--- src/rtl/scan_pkg.sv ---
// Shared types and constants for the scan sequencer and its channel finder.
package scan_pkg;

  localparam int NCH   = 8;
  localparam int SEL_W = 3;

  typedef enum logic [1:0] {
    S_IDLE,
    S_DWELL,
    S_BLANK
  } state_e;

  // True when no mask bit above s is set, i.e. leaving s wraps the scan.
  function automatic logic is_last(logic [NCH-1:0] m, logic [SEL_W-1:0] s);
    return ((m >> s) >> 1) == '0;
  endfunction

endpackage

--- src/rtl/scan_sequencer_if.sv ---
// Config/handshake and decoder-drive bundle between a host and the scan sequencer.
interface scan_sequencer_if
  import scan_pkg::*;
#(
  parameter int DWELL_W = 16,
  parameter int BLANK_W = 8
);

  logic               start;
  logic               stop;
  logic               one_shot;
  logic [NCH-1:0]     chan_mask;
  logic [DWELL_W-1:0] dwell_cyc;
  logic [BLANK_W-1:0] blank_cyc;
  logic [SEL_W-1:0]   sel;
  logic               ena;
  logic               busy;
  logic               frame_done;
  logic               err_nomask;

  modport master (
    output start, stop, one_shot, chan_mask, dwell_cyc, blank_cyc,
    input  sel, ena, busy, frame_done, err_nomask
  );

  modport slave (
    input  start, stop, one_shot, chan_mask, dwell_cyc, blank_cyc,
    output sel, ena, busy, frame_done, err_nomask
  );

endinterface

--- src/rtl/next_chan_finder.sv ---
// Combinational: next enabled channel above cur (wrapping), wrap flag, lowest enabled channel.
module next_chan_finder
  import scan_pkg::*;
(
  input  logic [NCH-1:0]   mask,
  input  logic [SEL_W-1:0] cur,
  output logic [SEL_W-1:0] nxt,
  output logic             wrap,
  output logic [SEL_W-1:0] first
);

  logic [2*NCH-1:0] dbl;
  logic [NCH-1:0]   rot;
  logic [SEL_W:0]   shamt;
  logic [SEL_W-1:0] off;

  // Rotate the mask so bit 0 is the channel just above cur, then priority-encode.
  always_comb begin
    dbl   = {mask, mask};
    shamt = {1'b0, cur} + (SEL_W+1)'(1);
    rot   = NCH'(dbl >> shamt);
    off   = '0;
    for (int k = NCH-1; k >= 0; k--) begin
      if (rot[k]) off = SEL_W'(k);
    end
    nxt   = cur + off + SEL_W'(1);
    wrap  = (nxt <= cur);
    first = '0;
    for (int k = NCH-1; k >= 0; k--) begin
      if (mask[k]) first = SEL_W'(k);
    end
  end

endmodule

--- src/rtl/scan_sequencer.sv ---
// Steps a 3-bit decoder select over enabled channels with dwell, blanking and frame markers.
module scan_sequencer
  import scan_pkg::*;
#(
  parameter int DWELL_W = 16,
  parameter int BLANK_W = 8
)(
  input  logic            clk,
  input  logic            rst,
  scan_sequencer_if.slave bus
);

  state_e             state_q, state_d;
  logic [SEL_W-1:0]   sel_q, sel_d;
  logic               ena_q, ena_d;
  logic               busy_q, busy_d;
  logic               fdone_q, fdone_d;
  logic               err_q, err_d;
  logic [NCH-1:0]     mask_q, mask_d;
  logic [DWELL_W-1:0] dwell_q, dwell_d;
  logic [BLANK_W-1:0] blank_q, blank_d;
  logic               oneshot_q, oneshot_d;
  logic [DWELL_W-1:0] dcnt_q, dcnt_d;
  logic [BLANK_W-1:0] bcnt_q, bcnt_d;

  logic [SEL_W-1:0]   sh_nxt, sh_first_unused;
  logic               sh_wrap;
  logic [SEL_W-1:0]   live_first, live_nxt_unused;
  logic               live_wrap_unused;
  logic [DWELL_W-1:0] dload_sh, dload_live;
  logic               step, launch, to_idle;

  // Advance within the latched frame configuration.
  next_chan_finder u_fin_sh (
    .mask  (mask_q),
    .cur   (sel_q),
    .nxt   (sh_nxt),
    .wrap  (sh_wrap),
    .first (sh_first_unused)
  );

  // First channel of the live mask, used when a frame (re)starts.
  next_chan_finder u_fin_live (
    .mask  (bus.chan_mask),
    .cur   ('0),
    .nxt   (live_nxt_unused),
    .wrap  (live_wrap_unused),
    .first (live_first)
  );

  // Dwell of 0 behaves as 1: counter preload is dwell-1, floored at 0.
  assign dload_sh   = (dwell_q == '0)       ? '0 : dwell_q - DWELL_W'(1);
  assign dload_live = (bus.dwell_cyc == '0) ? '0 : bus.dwell_cyc - DWELL_W'(1);

  // Next-state, counters, shadow config and output lookahead.
  always_comb begin
    state_d   = state_q;
    sel_d     = sel_q;
    ena_d     = ena_q;
    busy_d    = busy_q;
    fdone_d   = 1'b0;
    err_d     = 1'b0;
    mask_d    = mask_q;
    dwell_d   = dwell_q;
    blank_d   = blank_q;
    oneshot_d = oneshot_q;
    dcnt_d    = dcnt_q;
    bcnt_d    = bcnt_q;
    step      = 1'b0;
    launch    = 1'b0;
    to_idle   = 1'b0;

    case (state_q)
      S_IDLE: begin
        if (bus.start && !bus.stop) begin
          if (bus.chan_mask != '0) launch = 1'b1;
          else                     err_d  = 1'b1;
        end
      end
      S_DWELL: begin
        if (bus.stop)              to_idle = 1'b1;
        else if (dcnt_q != '0)     dcnt_d  = dcnt_q - DWELL_W'(1);
        else if (blank_q != '0) begin
          state_d = S_BLANK;
          ena_d   = 1'b0;
          bcnt_d  = blank_q - BLANK_W'(1);
        end
        else                       step    = 1'b1;
      end
      S_BLANK: begin
        if (bus.stop)              to_idle = 1'b1;
        else if (bcnt_q != '0)     bcnt_d  = bcnt_q - BLANK_W'(1);
        else                       step    = 1'b1;
      end
      default: to_idle = 1'b1;
    endcase

    // Leaving the current channel: next channel, or frame boundary handling.
    if (step) begin
      if (!sh_wrap) begin
        state_d = S_DWELL;
        sel_d   = sh_nxt;
        ena_d   = 1'b1;
        dcnt_d  = dload_sh;
      end else if (oneshot_q) begin
        to_idle = 1'b1;
      end else if (bus.chan_mask != '0) begin
        launch  = 1'b1;
      end else begin
        to_idle = 1'b1;
        err_d   = 1'b1;
      end
    end

    if (launch) begin
      mask_d    = bus.chan_mask;
      dwell_d   = bus.dwell_cyc;
      blank_d   = bus.blank_cyc;
      oneshot_d = bus.one_shot;
      state_d   = S_DWELL;
      sel_d     = live_first;
      ena_d     = 1'b1;
      busy_d    = 1'b1;
      dcnt_d    = dload_live;
    end

    if (to_idle) begin
      state_d = S_IDLE;
      ena_d   = 1'b0;
      busy_d  = 1'b0;
    end

    // frame_done is registered, so flag it when the upcoming cycle is the frame's last.
    fdone_d = ((state_d == S_DWELL) && (dcnt_d == '0) && (blank_d == '0) &&
               is_last(mask_d, sel_d)) ||
              ((state_d == S_BLANK) && (bcnt_d == '0) && is_last(mask_d, sel_d));
  end

  // State, counter, shadow and output registers.
  always_ff @(posedge clk) begin
    if (rst) begin
      state_q   <= S_IDLE;
      sel_q     <= '0;
      ena_q     <= 1'b0;
      busy_q    <= 1'b0;
      fdone_q   <= 1'b0;
      err_q     <= 1'b0;
      mask_q    <= '0;
      dwell_q   <= '0;
      blank_q   <= '0;
      oneshot_q <= 1'b0;
      dcnt_q    <= '0;
      bcnt_q    <= '0;
    end else begin
      state_q   <= state_d;
      sel_q     <= sel_d;
      ena_q     <= ena_d;
      busy_q    <= busy_d;
      fdone_q   <= fdone_d;
      err_q     <= err_d;
      mask_q    <= mask_d;
      dwell_q   <= dwell_d;
      blank_q   <= blank_d;
      oneshot_q <= oneshot_d;
      dcnt_q    <= dcnt_d;
      bcnt_q    <= bcnt_d;
    end
  end

  assign bus.sel        = sel_q;
  assign bus.ena        = ena_q;
  assign bus.busy       = busy_q;
  assign bus.frame_done = fdone_q;
  assign bus.err_nomask = err_q;

endmodule
--- src/flat_wrapper.sv ---
// flat-port wrapper written by rule: the top's interface ports become plain ports
module scan_sequencer_flat import scan_pkg::*;
#(
  parameter int DWELL_W = 16,
  parameter int BLANK_W = 8
)
  (clk, rst, bus_start, bus_stop, bus_one_shot, bus_chan_mask, bus_dwell_cyc, bus_blank_cyc, bus_sel, bus_ena, bus_busy, bus_frame_done, bus_err_nomask);
  scan_sequencer_if #(.DWELL_W(DWELL_W), .BLANK_W(BLANK_W)) bus_i ();
  input  logic clk;
  input  logic rst;
  input wire logic [$bits(bus_i.start)-1:0] bus_start;
  input wire logic [$bits(bus_i.stop)-1:0] bus_stop;
  input wire logic [$bits(bus_i.one_shot)-1:0] bus_one_shot;
  input wire logic [$bits(bus_i.chan_mask)-1:0] bus_chan_mask;
  input wire logic [$bits(bus_i.dwell_cyc)-1:0] bus_dwell_cyc;
  input wire logic [$bits(bus_i.blank_cyc)-1:0] bus_blank_cyc;
  output wire logic [$bits(bus_i.sel)-1:0] bus_sel;
  output wire logic [$bits(bus_i.ena)-1:0] bus_ena;
  output wire logic [$bits(bus_i.busy)-1:0] bus_busy;
  output wire logic [$bits(bus_i.frame_done)-1:0] bus_frame_done;
  output wire logic [$bits(bus_i.err_nomask)-1:0] bus_err_nomask;
  assign bus_i.start = bus_start;
  assign bus_i.stop = bus_stop;
  assign bus_i.one_shot = bus_one_shot;
  assign bus_i.chan_mask = bus_chan_mask;
  assign bus_i.dwell_cyc = bus_dwell_cyc;
  assign bus_i.blank_cyc = bus_blank_cyc;
  assign bus_sel = bus_i.sel;
  assign bus_ena = bus_i.ena;
  assign bus_busy = bus_i.busy;
  assign bus_frame_done = bus_i.frame_done;
  assign bus_err_nomask = bus_i.err_nomask;
  scan_sequencer #(.DWELL_W(DWELL_W), .BLANK_W(BLANK_W)) u_core (.clk(clk), .rst(rst), .bus(bus_i));
endmodule
--- config.mk ---
export PLATFORM = sky130hd
export DESIGN_NAME = scan_sequencer_flat
export DESIGN_NICKNAME = d
export VERILOG_FILES = /design/src/rtl/scan_pkg.sv /design/src/rtl/scan_sequencer_if.sv /design/src/rtl/next_chan_finder.sv /design/src/rtl/scan_sequencer.sv /design/src/flat_wrapper.sv
export SDC_FILE = /design/constraint.sdc
export NUM_CORES = 1
export LEC_CHECK = 0
export ABC_AREA = 1
export CAP_MARGIN = 5
export CORE_ASPECT_RATIO = 1.75
export CORE_MARGIN = 2
export CORE_UTILIZATION = 60
export DETAILED_ROUTE_END_ITERATION = 16
export PLACE_DENSITY = 0.79
export SLEW_MARGIN = 20
export SYNTH_ARGS = -nofsm -noshare
export SYNTH_HDL_FRONTEND = slang
export SYNTH_SLANG_ARGS = --single-unit
--- constraint.sdc ---
create_clock -name clk -period 5 [get_ports clk]
set_input_delay 1.5 -clock clk [delete_from_list [all_inputs] [get_ports clk]]
set_output_delay 1.5 -clock clk [all_outputs]
set_load 0.03 [all_outputs]
== Yosys cells after proc, flatten, opt, wreduce, memory -nomap -nowiden ==
Cells that the tools add are included.
W data, S select, Z words.

* Register bits after elaboration: 66
* Memories: 0
* Output and inout bits: 7
* Memory bits (read-only): 0
* Bits in writable memories: 0
* Bits in latches: 0
* Bits of input ports: 37

* Muxes and demuxes: 76
* Bitwise operators: 0
* $add $sub $neg: 8
* Equality and inequality tests: 4
* $lt $le $gt $ge: 1
* Multiply operators: 0
* Div/mod/pow operators: 0
* Shift operators: 2
* Reductions and logical operators: 21

{| class="wikitable"
|+ Operators with widths
! cell !! count
|-
| $mux W16 || 8
|-
| $mux W3 || 19
|-
| $mux W8 || 7
|-
| $logic_not A16 Y1 || 3
|-
| $sub A16 B1 Y16 const B || 3
|-
| $mux W1 || 31
|-
| $logic_not A8 Y1 || 3
|-
| $reduce_bool A8 Y1 || 3
|-
| $mux W2 || 8
|-
| $pmux W8 S2 || 1
|-
| $reduce_bool A16 Y1 || 1
|-
| $shr A16 B4 Y8 || 1
|-
| $sub A8 B1 Y8 const B || 2
|-
| $shr A8 B3 Y8 || 1
|-
| $logic_and A1 B1 Y1 || 6
|-
| $add A3 B1 Y4 const B || 1
|-
| $eq A2 B1 Y1 const B || 2
|-
| $eq A2 B2 Y1 const B || 2
|-
| $pmux W1 S2 || 2
|-
| $reduce_or A2 Y1 || 2
|-
| $add A3 B1 Y3 const B || 1
|-
| $add A3 B3 Y3 || 1
|-
| $le A3 B3 Y1 || 1
|-
| $logic_not A2 Y1 || 1
|-
| other kinds (2) || 2
|}

== Depth between registers and ports, before layout ==
Gate-level depths: netlist (run 1).

* Depth after elaboration: 22
* Mapped depth: 36
* Gate-level depth less buffers: 35

== By module ==
Synthesis (run 1) repeated with hierarchy kept, for this count alone.

* Cells, all modules: 1065
* Area, all modules: 6248.5 um2

{| class="wikitable"
|+ By module, submodules not included
! module !! cells an instance !! instances !! seq. area each (um2) !! area an instance (um2)
|-
| scan_sequencer || 826 || 1 || 1321.3 || 4907.2
|-
| next_chan_finder (u_core.u_fin_live) || 120 || 1 || 0.0 || 690.7
|-
| next_chan_finder (u_core.u_fin_sh) || 119 || 1 || 0.0 || 650.6
|}

== Worst setup path before layout (run 1) ==
Ideal clock, no wire load.

* Path type: flip-flop to flip-flop
* From: register u_core.sel_q[1] (netlist: u_core.bus.sel[1])
* To: register u_core.fdone_q (netlist: u_core.bus.frame_done)
* Slack: 475 ps
* Setup time: 70 ps
* Clock period less this slack: 4525 ps
* Cell stages (with the launch flop): 34
* Buffers on the path: 4
* Arrival: 4455 ps
* Cells stage by stage: dfxtp_1 buf_2 clkinv_1 nand2_1 nand2_1 o21ai_0 a21oi_1 o21ai_0 nand2_1 nand2_1 nand2_1 ha_1 fa_1 xor2_1 nand3b_1 nand2_1 inv_1 ha_1 a21oi_1 nand2_1 nand2_2 inv_1 buf_2 nand3_1 buf_4 buf_4 nand3_1 nand3_1 nand2_1 nor2_1 nand2_1 nor2_1 nand3_1 a21oi_1

* Word-level cells in the longest chain between the ends: 22

{| class="wikitable"
|+ RTL lines
! element !! line !! RTL
|-
| start, declared || scan_sequencer.sv:14 || <nowiki>logic [SEL_W-1:0] sel_q, sel_d;</nowiki>
|-
| start signal, assigned || scan_sequencer.sv:156 || <nowiki>sel_q <= sel_d;</nowiki>
|-
| parallel branches: the longest is 21 deep, another holds $add A3 B1 Y4 || -- ||
|-
| $logic_or A1 B1 Y1 (*) || scan_sequencer.sv:135 || <nowiki>is_last(mask_d, sel_d)) ||</nowiki>
|-
| end signal, assigned || scan_sequencer.sv:159 || <nowiki>fdone_q <= fdone_d;</nowiki>
|-
| end, declared || scan_sequencer.sv:17 || <nowiki>logic fdone_q, fdone_d;</nowiki>
|}

Mark *: on every way between the ends.
A chain may end at the register's enable or synchronous reset.

== Worst setup path in the final report (run 1) ==
* From: register u_core.sel_q[0] (netlist: u_core.bus.sel[0])
* To: register u_core.fdone_q (netlist: u_core.bus.frame_done)

The elaborated chain is that of the path after synthesis.

==> run summary, run 1 <==
Detail Route Antenna Nets: 0
Total CTS buffers: 9
Slew of the pin with the lowest slew margin: 0.887 ns
Number of synthesized register bits: 66
Clock Latency Late Sink: 0.34 ns
GPL Wtd Cong: 0.995
Util after Layout: 72.7%
Required @ worst endpoint: 5.28 ns
Clk sinks: 66
Synth warn: 0
Wire per inst: 16.1 µm
Unique cell type count in the Yosys netlist: 44
Worst-path clk slew: 0.06 ns
Min Tclk post-route: 4.68 ns
CTS Root Cell: clkbuf_16
RSZ-0062 raised after global routing: no
Slew margin rel.: 40.8%
Fin. Hold Viols: 0
DRC errors left: 0
Synthesized area per cell: 5.94 µm²
Clock skew: 0.00443 ns
Drt total wl: 17.3 mm
Share of cells above drive strength 1: 8.54%
Initial antenna violation count: 0
Die X: 75.7 µm
Drt via density: 5.79
PD cells: 323 nW/µm²
Setup crit start kind: flop
Top Ports: 44
Register area share after synthesis: 24.5%
Buf/Inv on CP: 5
Post-Synthesis Cell Area: 5390 µm²
CP Class: reg2reg
First-pass GRT wire length: 27.1 mm
Leak: 3.02 nW
Post-synth EDFFs: 0
CTS tree: built
Final setup violation count: 0
DR vias: 6239
Pins Over Slew Limit: 0
Total congestion overflow: 0
Critical Path Slowest Stage Cell: fa_1
Placed cell count: 1049
CTS Buffer Depth: 2
Outcome: finished, final reports clean
Antenna cells: 0
Maxcap violations: 0
Cells after Synth: 908
Delay-heaviest family, CP: simple AND/OR/NAND/NOR gates
GR Util All Layers: 36.3%
Total power: 0.00205 W
Hold buffer count at CTS: 0
Core ar.: 8730 µm²
Slowest Stage Delay on Critical Path: 0.39 ns
Starting Density: 61.8%
Port buffer count: 43
Syn Nets: 960
Achievable frequency: 0.214 GHz
CP Capture Type: flop
Post-synth ARST share: 0%
H-tree depth: 3
Tcrit/Tclk final: 93.6%
Std-Cell Rows: 45
Hold WC Path Type: reg2reg
Detailed-router iteration count before antenna repair: 5
Crit path DAT: 4.96 ns
Worst Path Max Fanout: 9
Largest net degree at the start of global routing: 47
Die ar.: 9790 µm²
Die height: 129 µm
Nets: 1008
Starting DRT DRC Count: 494
Non-filler cells in the finished layout: 1077
Dominant synthesized flop cell: dfxtp_1
Hpwl dp: 12.9 mm
Area Growth Syn to Fin: 17.7%
Vias in the first global route: 6250
Most frequent CP cell: nand2_1
Max rail drop VDD: 0.230 mV
[metrics by stage]
step / instance area [µm²] / worst slack (ns) / TNS, ns / hold WS (ns)
2_1_floorplan: 5390 / 0.475 / 0 / 0.460
3_3_place_gp: 5880 / 0.192 / 0 / 0.473
3_5_place_dp: 5880 / -0.0702 / -0.0702 / 0.483
4_1_cts: 6170 / 0.0907 / 0 / 0.498
5_1_grt: 6340 / 0.00717 / 0 / 0.509
6_report: 6340 / 0.318 / 0 / 0.498
[state kept, by name (all words and copies together), names as in the netlist, 2 cells and up, named ones only]
name            count
u_core.state_q      2
u_core.dwell_q     16
u_core.dcnt_q      16
u_core.mask_q       7
u_core.bcnt_q       8
u_core.bus.sel      3
u_core.blank_q      8
[synthesized netlist by cell type (4+ instances only)]
master	n	area, µm²
nor2_2	4	25.0
buf_4	4	30.0
inv_2	6	22.5
nand4_1	23	144
nand3b_1	4	30.0
dfxtp_1	66	1320
nand3_1	88	440
clkbuf_1	12	45.0
a21oi_1	55	275
o21ai_1	4	20.0
o21ai_0	64	320
xor2_1	27	236
o21ai_2	5	43.8
nand2_1	235	882
nor2_1	127	477
nor3_1	14	70.1
buf_2	7	35.0
nand2_2	5	31.3
buf_6	5	56.3
inv_1	100	375
ha_1	14	175
[final cells by class]
type,count,area (µm²)
sequential,66,1330
multi-input combinational,706,3540
fill,791,2380
clock inverter,1,7.51
tap,117,146
timing repair buffer,66,627
inverter,107,414
clock buffer,14,284
[power by group]
part	switching, W	leakage, nW	internal (W)
clock network	0.000235	0.141	0.000387
registers	0.0000422	0.542	0.000568
logic	0.000533	2.33	0.000281
total	0.000810	3.02	0.00124
[layer usage]
| metal | vias to the layer above | part of all wire, % | global-route usage (%) |
|---|---|---|---|
| met1 | 2816 | 33 | 32.5 |
| li1 | 3051 | - | - |
| met3 | 103 | 5.3 | 6.77 |
| met2 | 269 | 54 | 68.1 |
| met4 | 0 | 6.8 | 25.8 |
| met5 | - | 0 | 0 |
[repair_timing]
item	CTS	global route
cloned	0	2
pin swaps	0	3
resized for setup	3	26
hold endpoints to repair	0	0
endpoints found under the setup margin	1	42
buffers inserted	0	11
[cells in the final DEF, fill, tap and decap left out, types with 10 or more instances in the layout]
cell type	instances
a21oi_1	55
o21ai_0	56
xor2_1	27
dfxtp_1	64
clkdlybuf4s50_1	43
ha_1	14
nand2_1	235
nand4_1	23
nor2_1	125
o21ai_2	10
buf_4	19
nand3_1	88
nor3_1	14
inv_1	98
[cells by family (layout without fill, tap and decap cells)]
| kind of cell | after synthesis | in the layout | synth area share [%] |
|---|---|---|---|
| simple gates | 516 | 518 | 41.7 |
| compound gates | 144 | 144 | 14.4 |
| buf+inv | 138 | 188 | 11.0 |
| flops | 66 | 66 | 24.5 |
| xor+xnor | 29 | 29 | 4.71 |
| fa+ha+maj | 15 | 15 | 3.62 |
[path summary, 6_finish.rpt]
path | startpoint | endpoint | slack, ns | cells past startpoint
hold / removal | u_core.dwell_q[7] | u_core.dwell_q[7] | 0.50 | 2
hold reg to reg | u_core.dwell_q[7] | u_core.dwell_q[7] | 0.50 | 2
setup / recovery | u_core.bus.sel[0] | u_core.bus.frame_done | 0.32 | 33
setup reg to reg | u_core.bus.sel[0] | u_core.bus.frame_done | 0.32 | 33
[worst min-delay path, stage by stage (launching register included)]
cell and delay, ns:
dfxtp_1 0.34, inv_1 0.06, a21oi_1 0.05
(Power assumes the default switching activity.)
==> run 2, diff against run 1 <==
Settings changed: CORE_ASPECT_RATIO 1.75 to 1.1, CORE_UTILIZATION 60 to 61, PLACE_DENSITY 0.79 to 0.82, SYNTH_HIERARCHICAL from default to 1.
==> run summary, run 2 <==
Outcome: finished, final reports clean (unchanged)
Setup bufs post-CTS: 0 (unchanged)
Syn Nets: 998 (was 960)
Setup TNS: 0 ns (unchanged)
Area Growth Syn to Fin: 12.8% (was 17.7%)
Worst-path clk slew: 0.08 ns (was 0.06 ns)
Die height: 104 µm (was 129 µm)
Share of cells above drive strength 1: 8.22% (was 8.54%)
Pins Over Slew Limit: 0 (unchanged)
Worst Path Max Fanout: 21 (was 9)
Clk sinks: 66 (unchanged)
Slew of the pin with the lowest slew margin: 0.607 ns (was 0.887 ns)
GPL Wtd Cong: 0.997 (was 0.995)
Largest net degree at the start of global routing: 46 (was 47)
Required @ worst endpoint: 5.25 ns (was 5.28 ns)
Starting Density: 62.6% (was 61.8%)
Total congestion overflow: 0 (unchanged)
Post-Synthesis Cell Area: 5550 µm² (was 5390 µm²)
Min Tclk post-route: 4.54 ns (was 4.68 ns)
Slew margin rel.: 59.5% (was 40.8%)
Clock skew: 0.00935 ns (was 0.00443 ns)
Crit path DAT: 4.80 ns (was 4.96 ns)
Starting DRT DRC Count: 447 (was 494)
Initial antenna violation count: 0 (unchanged)
Hold WC Path Type: reg2reg (unchanged)
CP Class: reg2reg (unchanged)
Util after Layout: 70.6% (was 72.7%)
Critical Path Slowest Stage Cell: dfxtp_4 (was fa_1)
Max rail drop VDD: 0.174 mV (was 0.230 mV)
Drt total wl: 15.4 mm (was 17.3 mm)
DR vias: 6096 (was 6239)
Detail Route Antenna Nets: 0 (unchanged)
Most frequent CP cell: nand2_1 (unchanged)
Most common library cell in the layout ignoring fill and taps: nand2_1 (unchanged)
First-pass GRT wire length: 24.8 mm (was 27.1 mm)
CP Capture Type: flop (unchanged)
Top Ports: 44 (unchanged)
Total power: 0.00179 W (was 0.00205 W)
Hpwl dp: 11.9 mm (was 12.9 mm)
Achievable frequency: 0.220 GHz (was 0.214 GHz)
Detailed-router iteration count before antenna repair: 5 (unchanged)
Drt via density: 5.55 (was 5.79)
Tcrit/Tclk final: 90.9% (was 93.6%)
Port buffer count: 43 (unchanged)
Cells after Synth: 944 (was 908)
Commonest non-fill, non-tap cells in the layout: nand2_1, nor2_1, inv_1 (unchanged)
GR Util All Layers: 31.6% (was 36.3%)
CTS Root Cell: clkbuf_8 (was clkbuf_16)
Clock Latency Late Sink: 0.36 ns (was 0.34 ns)
Vias in the first global route: 5452 (was 6250)
Antenna cells: 0 (unchanged)
Total CTS buffers: 9 (unchanged)
Fin. Hold Viols: 0 (unchanged)
Die ar.: 9890 µm² (was 9790 µm²)
DRC errors left: 0 (unchanged)
Core ar.: 8870 µm² (was 8730 µm²)
Leak: 3.02 nW (about the same)
Layout fillers: 846 (was 791)
CTS Buffer Depth: 2 (unchanged)
Setup crit start kind: flop (unchanged)
Std-Cell Rows: 36 (was 45)
Slowest Stage Delay on Critical Path: 0.42 ns (was 0.39 ns)
Final setup violation count: 0 (unchanged)
Nets: 1034 (was 1008)
RSZ-0062 raised after global routing: no (unchanged)
Maxcap violations: 0 (unchanged)
PD cells: 286 nW/µm² (was 323 nW/µm²)
Largest registers: u_core/dcnt_q: 16 flops, u_core/dwell_q: 16 flops (was u_core.dcnt_q: 16 flops, u_core.dwell_q: 16 flops)
Die X: 95.0 µm (was 75.7 µm)
H-tree depth: 3 (unchanged)
Wire per inst: 14.0 µm (was 16.1 µm)
Synthesized area per cell: 5.88 µm² (was 5.94 µm²)
CTS tree: built (unchanged)
Hold buffer count at CTS: 0 (unchanged)
Hold_ws: 0.479 ns (was 0.498 ns)
Synth warn: 6 (was 0)
==> run 2: path summary, 6_finish.rpt <==
kind / cells after the start / slack [ns] / to / from
worst max-delay path: 41 / 0.46 / u_core/bus.frame_done / u_core/bus.sel[0]
worst min-delay path: 2 / 0.48 / u_core/bus.busy / u_core/bus.busy
worst max register to register: 41 / 0.46 / u_core/bus.frame_done / u_core/bus.sel[0]
worst min register to register: 2 / 0.48 / u_core/bus.busy / u_core/bus.busy
==> run 2: what timing repair did <==
item	in CTS	in global routing
gates resized for setup	0	11
endpoints found under the setup margin	0	26
endpoints found under the hold margin	0	0
==> run 2: cell type report <==
| cell class | count | area [µm²] | area share (%) |
|---|---|---|---|
| timing repair buffer | 51 | 494 | 7.89 |
| tap | 114 | 143 | 2.28 |
| clock buffer | 11 | 141 | 2.26 |
| clock inverter | 5 | 77.6 | 1.24 |
| multi-input combinational | 735 | 3630 | 57.9 |
| sequential | 66 | 1330 | 21.2 |
| inverter | 117 | 452 | 7.21 |
==> run 2: where the power goes <==
part / leakage, nW / total (W) / internal [W] / switching (W)
logic: 2.37 / 0.000675 / 0.000240 / 0.000435
clock network: 0.109 / 0.000510 / 0.000293 / 0.000217
registers: 0.543 / 0.000608 / 0.000566 / 0.0000418
==> run 2: metrics by stage <==
step	area, µm²	std cells	worst slack (ns)
after floorplan	5550	944	0.699
after global placement	6020	1083	0.216
after detailed placement	6020	1083	0.157
after CTS	6240	1099	0.115
after global routing	6270	1099	0.00662
final	6270	1099	0.457
==> run 2: critical path: cells and delay by family (launching register included) <==
family                   cells  cell delay, ns
flip-flops                   1            0.42
XOR/XNOR                     1            0.16
AND/OR/NAND/NOR             29            2.28
AO/OA/AOI/OAI                2            0.21
buffers and inverters        6            0.50
adder cells (fa/ha/maj)      3            0.85
==> run 2: routing by layer <==
layer,vias up,global-route usage (%),share of wire [%]
li1,3095,-,-
met1,2709,38.9,42
met2,246,53.9,49
met3,46,4.71,6.6
met4,0,14.0,3.2
met5,-,0,0
